`src/rtl/mux_n_1_pipe_pkg.sv`:
```
// Shared parameters and elaboration helpers for the pipelined N:1 multiplexer.
package mux_n_1_pipe_pkg;

    localparam int unsigned DEF_WIDTH = 8;
    localparam int unsigned DEF_N_CH  = 4;

    // True when n is a non-zero power of two.
    function automatic bit is_pow2(input int unsigned n);
        return (n != 0) && ((n & (n - 1)) == 0);
    endfunction

endpackage

```
`src/rtl/mux_pipe_level.sv`:
```
// One registered level of the mux tree: N_IN inputs paired into N_IN/2 outputs
// using select bit LEVEL; valid and the full select travel alongside the data.
module mux_pipe_level
    import mux_n_1_pipe_pkg::*;
#(
    parameter int unsigned WIDTH = DEF_WIDTH,
    parameter int unsigned N_IN  = DEF_N_CH,
    parameter int unsigned SEL_W = 2,
    parameter int unsigned LEVEL = 0
) (
    input  logic                          clk,
    input  logic                          rst_n,
    input  logic                          advance,
    input  logic [N_IN*WIDTH-1:0]         in_data,
    input  logic                          in_valid,
    input  logic [SEL_W-1:0]              in_sel,
    output logic [(N_IN/2)*WIDTH-1:0]     out_data,
    output logic                          out_valid,
    output logic [SEL_W-1:0]              out_sel
);

    localparam int unsigned N_OUT = N_IN / 2;

    logic [N_OUT*WIDTH-1:0] mux_c;

    // Pair (2i, 2i+1) picks the odd channel when this level's select bit is set.
    always_comb begin
        mux_c = '0;
        for (int unsigned i = 0; i < N_OUT; i++) begin
            mux_c[i*WIDTH +: WIDTH] = in_sel[LEVEL] ? in_data[(2*i+1)*WIDTH +: WIDTH]
                                                    : in_data[(2*i)*WIDTH +: WIDTH];
        end
    end

    // Payload only loads on a valid slot so the output holds the last item through bubbles.
    always_ff @(posedge clk) begin
        if (!rst_n) begin
            out_valid <= 1'b0;
            out_data  <= '0;
            out_sel   <= '0;
        end else if (advance) begin
            out_valid <= in_valid;
            if (in_valid) begin
                out_data <= mux_c;
                out_sel  <= in_sel;
            end
        end
    end

endmodule

```
`src/rtl/mux_n_1_pipe.sv`:
```
// Pipelined N:1 multiplexer: a binary tree of registered 2:1 levels sharing a
// single advance signal, with valid/ready handshaking on both sides.
module mux_n_1_pipe
    import mux_n_1_pipe_pkg::*;
#(
    parameter  int unsigned WIDTH = DEF_WIDTH,
    parameter  int unsigned N_CH  = DEF_N_CH,
    localparam int unsigned SEL_W = $clog2(N_CH)
) (
    input  logic                    clk,
    input  logic                    rst_n,
    input  logic [N_CH*WIDTH-1:0]   in_data,
    input  logic [SEL_W-1:0]        in_sel,
    input  logic                    in_valid,
    output logic                    in_ready,
    output logic [WIDTH-1:0]        out_data,
    output logic [SEL_W-1:0]        out_sel,
    output logic                    out_valid,
    input  logic                    out_ready
);

    if (!is_pow2(N_CH) || (N_CH < 2) || (WIDTH < 1)) begin : g_bad_param
        $fatal(1, "mux_n_1_pipe: N_CH must be a power of two >= 2 and WIDTH >= 1");
    end

    logic advance;

    // Whole pipeline moves in lockstep; it only freezes when the output is held.
    assign advance  = out_ready | ~out_valid;
    assign in_ready = advance;

    for (genvar k = 0; k < SEL_W; k++) begin : g_lvl
        localparam int unsigned N_IN = N_CH >> k;

        logic [N_IN*WIDTH-1:0]     d_in;
        logic                      v_in;
        logic [SEL_W-1:0]          s_in;
        logic [(N_IN/2)*WIDTH-1:0] d_out;
        logic                      v_out;
        logic [SEL_W-1:0]          s_out;

        if (k == 0) begin : g_src
            assign d_in = in_data;
            assign v_in = in_valid & advance;
            assign s_in = in_sel;
        end else begin : g_src
            assign d_in = g_lvl[k-1].d_out;
            assign v_in = g_lvl[k-1].v_out;
            assign s_in = g_lvl[k-1].s_out;
        end

        mux_pipe_level #(
            .WIDTH (WIDTH),
            .N_IN  (N_IN),
            .SEL_W (SEL_W),
            .LEVEL (k)
        ) u_level (
            .clk       (clk),
            .rst_n     (rst_n),
            .advance   (advance),
            .in_data   (d_in),
            .in_valid  (v_in),
            .in_sel    (s_in),
            .out_data  (d_out),
            .out_valid (v_out),
            .out_sel   (s_out)
        );
    end

    assign out_data  = g_lvl[SEL_W-1].d_out;
    assign out_valid = g_lvl[SEL_W-1].v_out;
    assign out_sel   = g_lvl[SEL_W-1].s_out;

endmodule

```
`config.mk`:
```
export PLATFORM = sky130hd
export DESIGN_NAME = mux_n_1_pipe
export DESIGN_NICKNAME = d
export VERILOG_FILES = /design/src/rtl/mux_n_1_pipe_pkg.sv /design/src/rtl/mux_pipe_level.sv /design/src/rtl/mux_n_1_pipe.sv
export SDC_FILE = /design/constraint.sdc
export NUM_CORES = 1
export LEC_CHECK = 0
export BUFFER_PORTS_ARGS = -buffer_cell sky130_fd_sc_hd__buf_4
export CORE_MARGIN = 1
export CORE_UTILIZATION = 48
export CTS_CLUSTER_SIZE = 20
export DETAILED_ROUTE_END_ITERATION = 8
export PLACE_DENSITY = 0.9
export SKIP_LAST_GASP = 1
export SLEW_MARGIN = 20
export SYNTH_ARGS = -nofsm -noshare
export SYNTH_HDL_FRONTEND = slang
export SYNTH_SLANG_ARGS = --single-unit
```
`constraint.sdc`:
```
create_clock -name clk -period 1.5 [get_ports clk]
set_input_delay 0.15 -clock clk [delete_from_list [all_inputs] [get_ports clk]]
set_output_delay 0.15 -clock clk [all_outputs]
set_load 0.05 [all_outputs]
```
==> reports/qor.csv, run 1 <==
metric;value;unit
status;finished clean;
postCtsSetupBuffers;0;
synth-edff-count;0;
overflow;0;
crit_family;buffers and inverters;
clock-sinks;30;
gp_congestion;0.8132;
worstSetupStartpointType;register;
cap_violations;0;
dieArea;3129;um^2
timing.rr.end;g_lvl[1].u_level.out_sel[0]$_SDFFE_PN0P_;
first_global_vias;1197;
period_share;0.9008;
pin_count;50;
io_buffers;49;
end_kind;output port;
yosys_warnings;0;
drtAntennaViolNets;0;
crit_type;register to output port;
rr_startpoint;g_lvl[1].u_level.out_valid$_SDFFE_PN0P_;
syn2layout_area_growth;30.47;%
antenna_cells;0;
cts_tree;built;
power;1.941;mW
slew_violations;0;
die_y;55.94;um
startpoint;g_lvl[1].u_level.out_valid$_SDFFE_PN0P_;
final.fill_count;226;
max_slew_margin;0.7369;
setup-tns-final;0;ns
syn_area_per_cell;10.50;um^2
path_depth;3;
fin_crit;1.351;ns
synth_top_area_share;0.4301;
synth_seq_cells;30;
htreeDepth;2;
clk_pin_slew;0.10;ns
worstPathArrival;1.20;ns
grt_usage;0.2204;
r2r_cells;4;
nNetsFinal;215;
dpl.hpwl;2257;um
path_cells;nor2b_4, inv_2, buf_4;
initial_utilization;0.5064;
synthArstFlopShare;0;
hp-class;primary input to register;
via_count;1189;
rows;19;
synth_area;1396;um^2
crit_path_top_delay_cell;dfxtp_2;
syn-num-nets;171;
whs_path_depth;3;
synthFlopType;dfxtp_1;
drtIter0Drc;28;
drive_gt1_frac;0.3503;
worstSetupEndpoint;in_ready;
wire_per_inst;15.40;um
syn_inst;133;
path_buf_inv;2;
viasPerCell;5.716;
powerDensity;1066;nW/um^2
ir_drop;0.0009163;V
drc;0;
slowest_delay;0.33;ns
cts_resized;0;
worst_slew_pin_slew;0.3946;ns
yosysTopAreaCell;dfxtp_1;
synth_cell_types;13;
core;2758;um^2
root_buffer;clkbuf_4;
r2r_slack;0.16;ns
seq_area_frac_synth;0.4301;
rsz0062_at_grt;no;
grt_max_degree;33;
setup_viol;0;
grt_pass1_wl;5147;um
fmaxAchievable;740.1;MHz
die_w;55.94;um
ctsLongestPathBuffers;2;
cp.required;1.35;ns
synth_most_common_cell;dfxtp_1;
dr.pass1.iters;4;
hold_buffers;0;
routed_wirelength;3203;um
clk_latency;0.34;ns
p_leak;1.029;nW
skew;0.009777;ns
antenna_found_initial;0;
ys_top_cells_by_count;dfxtp_1 (30), mux2i_1 (28), nand3_1 (24), o211a_1 (24), clkbuf_1 (8);
synthTopCellsByArea;dfxtp_1 (43%), mux2i_1 (20%), o211a_1 (17%), nand3_1 (8.6%), buf_6 (2.4%);
hold_viol;0;
cts_buffers;5;
critPathMaxFanout;13;
-- tightest hold or removal path: stages --
cell and delay [ns]:
buf_4 0.11, nand2_1 0.04, mux2i_1 0.06
-- per-layer routing --
metal	vias up	share of wire	global-route usage
met3	9	0.064	0.08140
li1	577	-	-
met4	0	0.031	0.1185
met2	42	0.51	0.3701
met1	561	0.39	0.2415
met5	-	0	0
-- power breakdown --
| part | total, mW | switching, mW | internal, mW |
|---|---|---|---|
| Sequential | 0.892 | 0.0364 | 0.856 |
| Clock | 0.674 | 0.286 | 0.388 |
| Combinational | 0.375 | 0.195 | 0.180 |
-- worst min-delay path by stage --
stage	start	end	slack, ns
6_report	in_sel[1]	g_lvl[0].u_level.out_sel[1]$_SDFFE_PN0P_	0.06
5_1_grt	in_sel[1]	g_lvl[0].u_level.out_sel[1]$_SDFFE_PN0P_	0.05
4_1_cts	in_sel[1]	g_lvl[0].u_level.out_sel[1]$_SDFFE_PN0P_	0.05
3_5_place_dp	in_sel[1]	g_lvl[0].u_level.out_sel[1]$_SDFFE_PN0P_	0.42
3_3_place_gp	in_sel[1]	g_lvl[0].u_level.out_sel[1]$_SDFFE_PN0P_	0.42
2_1_floorplan	in_sel[1]	g_lvl[0].u_level.out_sel[1]$_SDFFE_PN0P_	0.29
-- layout by cell type (no fill, tap or decap) --
cell type	Yosys	routed
and2_4	1	1
clkbuf_4	0	5
dfxtp_1	30	29
and2_1	2	2
bufinv_16	0	1
inv_2	1	1
dfxtp_2	0	1
o211a_1	24	24
nand3_1	24	24
o21a_1	2	2
clkbuf_8	0	1
mux2i_1	28	28
buf_4	0	51
nor2b_4	1	1
nand2_1	6	6
-- sequential cells by signal (all words and copies together) (netlist names) --
name / flops
g_lvl.u_level.out_sel: 4
g_lvl.u_level.out_valid: 2
g_lvl.u_level.out_data: 24
-- layout make-up --
class,count,area (um^2),share of cell area
Multi-Input combinational cell,88,713.2,0.3915
Sequential cell,30,601.8,0.3304
Timing Repair Buffer,51,382.9,0.2102
Clock buffer,6,51.30,0.02816
Tap cell,31,38.79,0.02129
Clock inverter,1,30.03,0.01648
Inverter,1,3.754,0.002060
-- metrics by stage --
| stage | hold WS, ns | area, um^2 | setup WS (ns) | util | cells |
|---|---|---|---|---|---|
| finish | 0.05506 | 1822 | 0.1488 | 0.6606 | 208 |
| global placement | 0.4154 | 1740 | 0.2773 | 0.6311 | 201 |
| global route | 0.05452 | 1822 | 0.05033 | 0.6606 | 208 |
| floorplan | 0.2926 | 1399 | 0.04308 | - | 133 |
| CTS | 0.05025 | 1822 | 0.1391 | 0.6606 | 208 |
| detailed placement | 0.4228 | 1740 | 0.1762 | 0.6311 | 201 |
-- cell families (layout without fill, tap and decap cells) --
kind of cell	count (synthesis)	after routing	synth area share
DFF	30	30	0.4301
and+or+nand+nor	34	34	0.1272
muxes	28	28	0.2007
buffers and inverters	15	59	0.05913
AOI/OAI and AO/OA	26	26	0.1828
Note: power is estimated with default switching activity, not from simulation.
==> inputs of run 2 (changes only) <==
- CORE_ASPECT_RATIO: unset -> 2
==> run 2 against run 1 <==
Utilization is 0.57 points lower. Critical path type unchanged. Setup slack better by 0.0035 ns. Wire length grew 6.5%. Maximum frequency up 0.26%. Critical endpoint unchanged. First-iteration DRC count rose by 21%.
==> reports/qor.csv, run 2 (synthesis gave the netlist of run 1 again) <==
metric;value;unit
status;finished clean;
antenna_found_initial;0;
io_buffers;49;
dieArea;3142;um^2
clk_latency;0.28;ns
final.fill_count;243;
pin_count;50;
syn2layout_area_growth;29.93;%
path_cells;nor2b_4, inv_2, buf_4, buf_4;
cap_violations;0;
drtIter0Drc;34;
critPathMaxFanout;12;
r2r_cells;3;
setup_viol;0;
clk_pin_slew;0.06;ns
gp_congestion;0.8791;
r2r_slack;0.17;ns
max_slew_margin;0.6769;
end_kind;output port;
worstPathArrival;1.20;ns
cts_tree;built;
slew_violations;0;
skew;0.006497;ns
startpoint;g_lvl[1].u_level.out_valid$_SDFFE_PN0P_;
cts_buffers;5;
dp_slack;0.2162;ns
routed_wirelength;3412;um
die_y;78.28;um
antenna_cells;0;
ctsLongestPathBuffers;2;
p_leak;1.022;nW
utilization;0.6549;
htreeDepth;2;
rows;27;
drtAntennaViolNets;0;
grt_pass1_wl;5264;um
postCtsSetupBuffers;0;
die_w;40.14;um
powerDensity;1031;nW/um^2
crit_type;register to output port;
largest_register_ffs;24;
top_regs;g_lvl.u_level.out_data x24, g_lvl.u_level.out_sel x4, g_lvl.u_level.out_valid x2;
slowest_delay;0.32;ns
cpMostUsedCell;buf_4;
rsz0062_at_grt;no;
via_count;1188;
ir_drop;0.0008625;V
largest_register;g_lvl.u_level.out_data;
fin_cells;206;
fmaxAchievable;742.0;MHz
period_share;0.8984;
place_inst;199;
layout.cells.most_common;buf_4;
root_buffer;clkbuf_8;
wire_per_inst;16.56;um
viasPerCell;5.767;
drive_gt1_frac;0.3390;
clock-sinks;30;
hold_buffers;0;
dr.pass1.iters;4;
grt_usage;0.2504;
setup-tns-final;0;ns
timing.rr.end;g_lvl[1].u_level.out_data[5]$_SDFFE_PN0P_;
dpl.hpwl;2487;um
worstSetupEndpoint;in_ready;
grt_max_degree;33;
core;2770;um^2
layout_common_cells;buf_4 (51), dfxtp_1 (29), mux2i_1 (28);
rr_startpoint;g_lvl[0].u_level.out_sel[1]$_SDFFE_PN0P_;
cp.required;1.35;ns
drc;0;
nNetsFinal;215;
cts_resized;0;
first_global_vias;1232;
initial_utilization;0.5041;
worst_slack;0.1523;ns
crit_path_top_delay_cell;dfxtp_2;
hp-class;primary input to register;
worst_slew_pin_slew;0.4840;ns
overflow;0;
fin_crit;1.348;ns
power;1.870;mW
worstSetupStartpointType;register;
hold_viol;0;
-- run 2: changes by cell type in the layout (fill, tap and decap cells not counted) --
cell       before  now
bufinv_16       1    0
clkbuf_1        0    2
clkbuf_4        5    0
clkbuf_8        1    5
-- run 2: area by class of cell --
class                      count  area, um^2  share of cell area
timing repair buffer          51       382.9              0.2110
multi-input combinational     88       713.2              0.3931
inverter                       1       3.754            0.002069
sequential                    30       601.8              0.3317
tap                           29       36.28             0.02000
clock buffer                   7       76.32             0.04207
-- run 2: power by group --
part           internal (mW)  switching, mW  total, mW  leakage (nW)
sequential             0.858         0.0459      0.903         0.248
combinational          0.179          0.191      0.370         0.735
clock                  0.318          0.278      0.597        0.0383
total                   1.35          0.515       1.87          1.02
-- run 2: worst min path at each step --
stage                                             start  slack [ns]                                        to  cells after the start
3_5_place_dp   g_lvl[1].u_level.out_sel[0]$_SDFFE_PN0P_        0.46  g_lvl[1].u_level.out_sel[0]$_SDFFE_PN0P_                      2
5_1_grt                                       in_sel[1]        0.17  g_lvl[0].u_level.out_sel[1]$_SDFFE_PN0P_                      3
6_report                                      in_sel[1]        0.17  g_lvl[0].u_level.out_sel[1]$_SDFFE_PN0P_                      3
3_3_place_gp   g_lvl[1].u_level.out_sel[1]$_SDFFE_PN0P_        0.45  g_lvl[1].u_level.out_sel[1]$_SDFFE_PN0P_                      2
2_1_floorplan                                 in_sel[1]        0.29  g_lvl[0].u_level.out_sel[1]$_SDFFE_PN0P_                      2
4_1_cts                                       in_sel[1]        0.17  g_lvl[0].u_level.out_sel[1]$_SDFFE_PN0P_                      3
-- run 2: layer usage --
metal	global-route usage	part of all wire
met1	0.2163	0.35
met2	0.4484	0.57
met3	0.08475	0.052
met4	0.1310	0.031
met5	0	0
-- run 2: through the flow --
stage               hold WS (ns)  instance area, um^2
global route              0.1728                 1814
finish                    0.1659                 1814
floorplan                 0.2926                 1399
global placement          0.4485                 1738
detailed placement        0.4609                 1738
CTS                       0.1665                 1814
-- run 2: worst max-delay path, delay by kind of cell, from the launching register on --
kind | cells | cell delay [ns]
flip-flops | 1 | 0.32
buffers and inverters | 3 | 0.43
AND/OR/NAND/NOR | 1 | 0.16
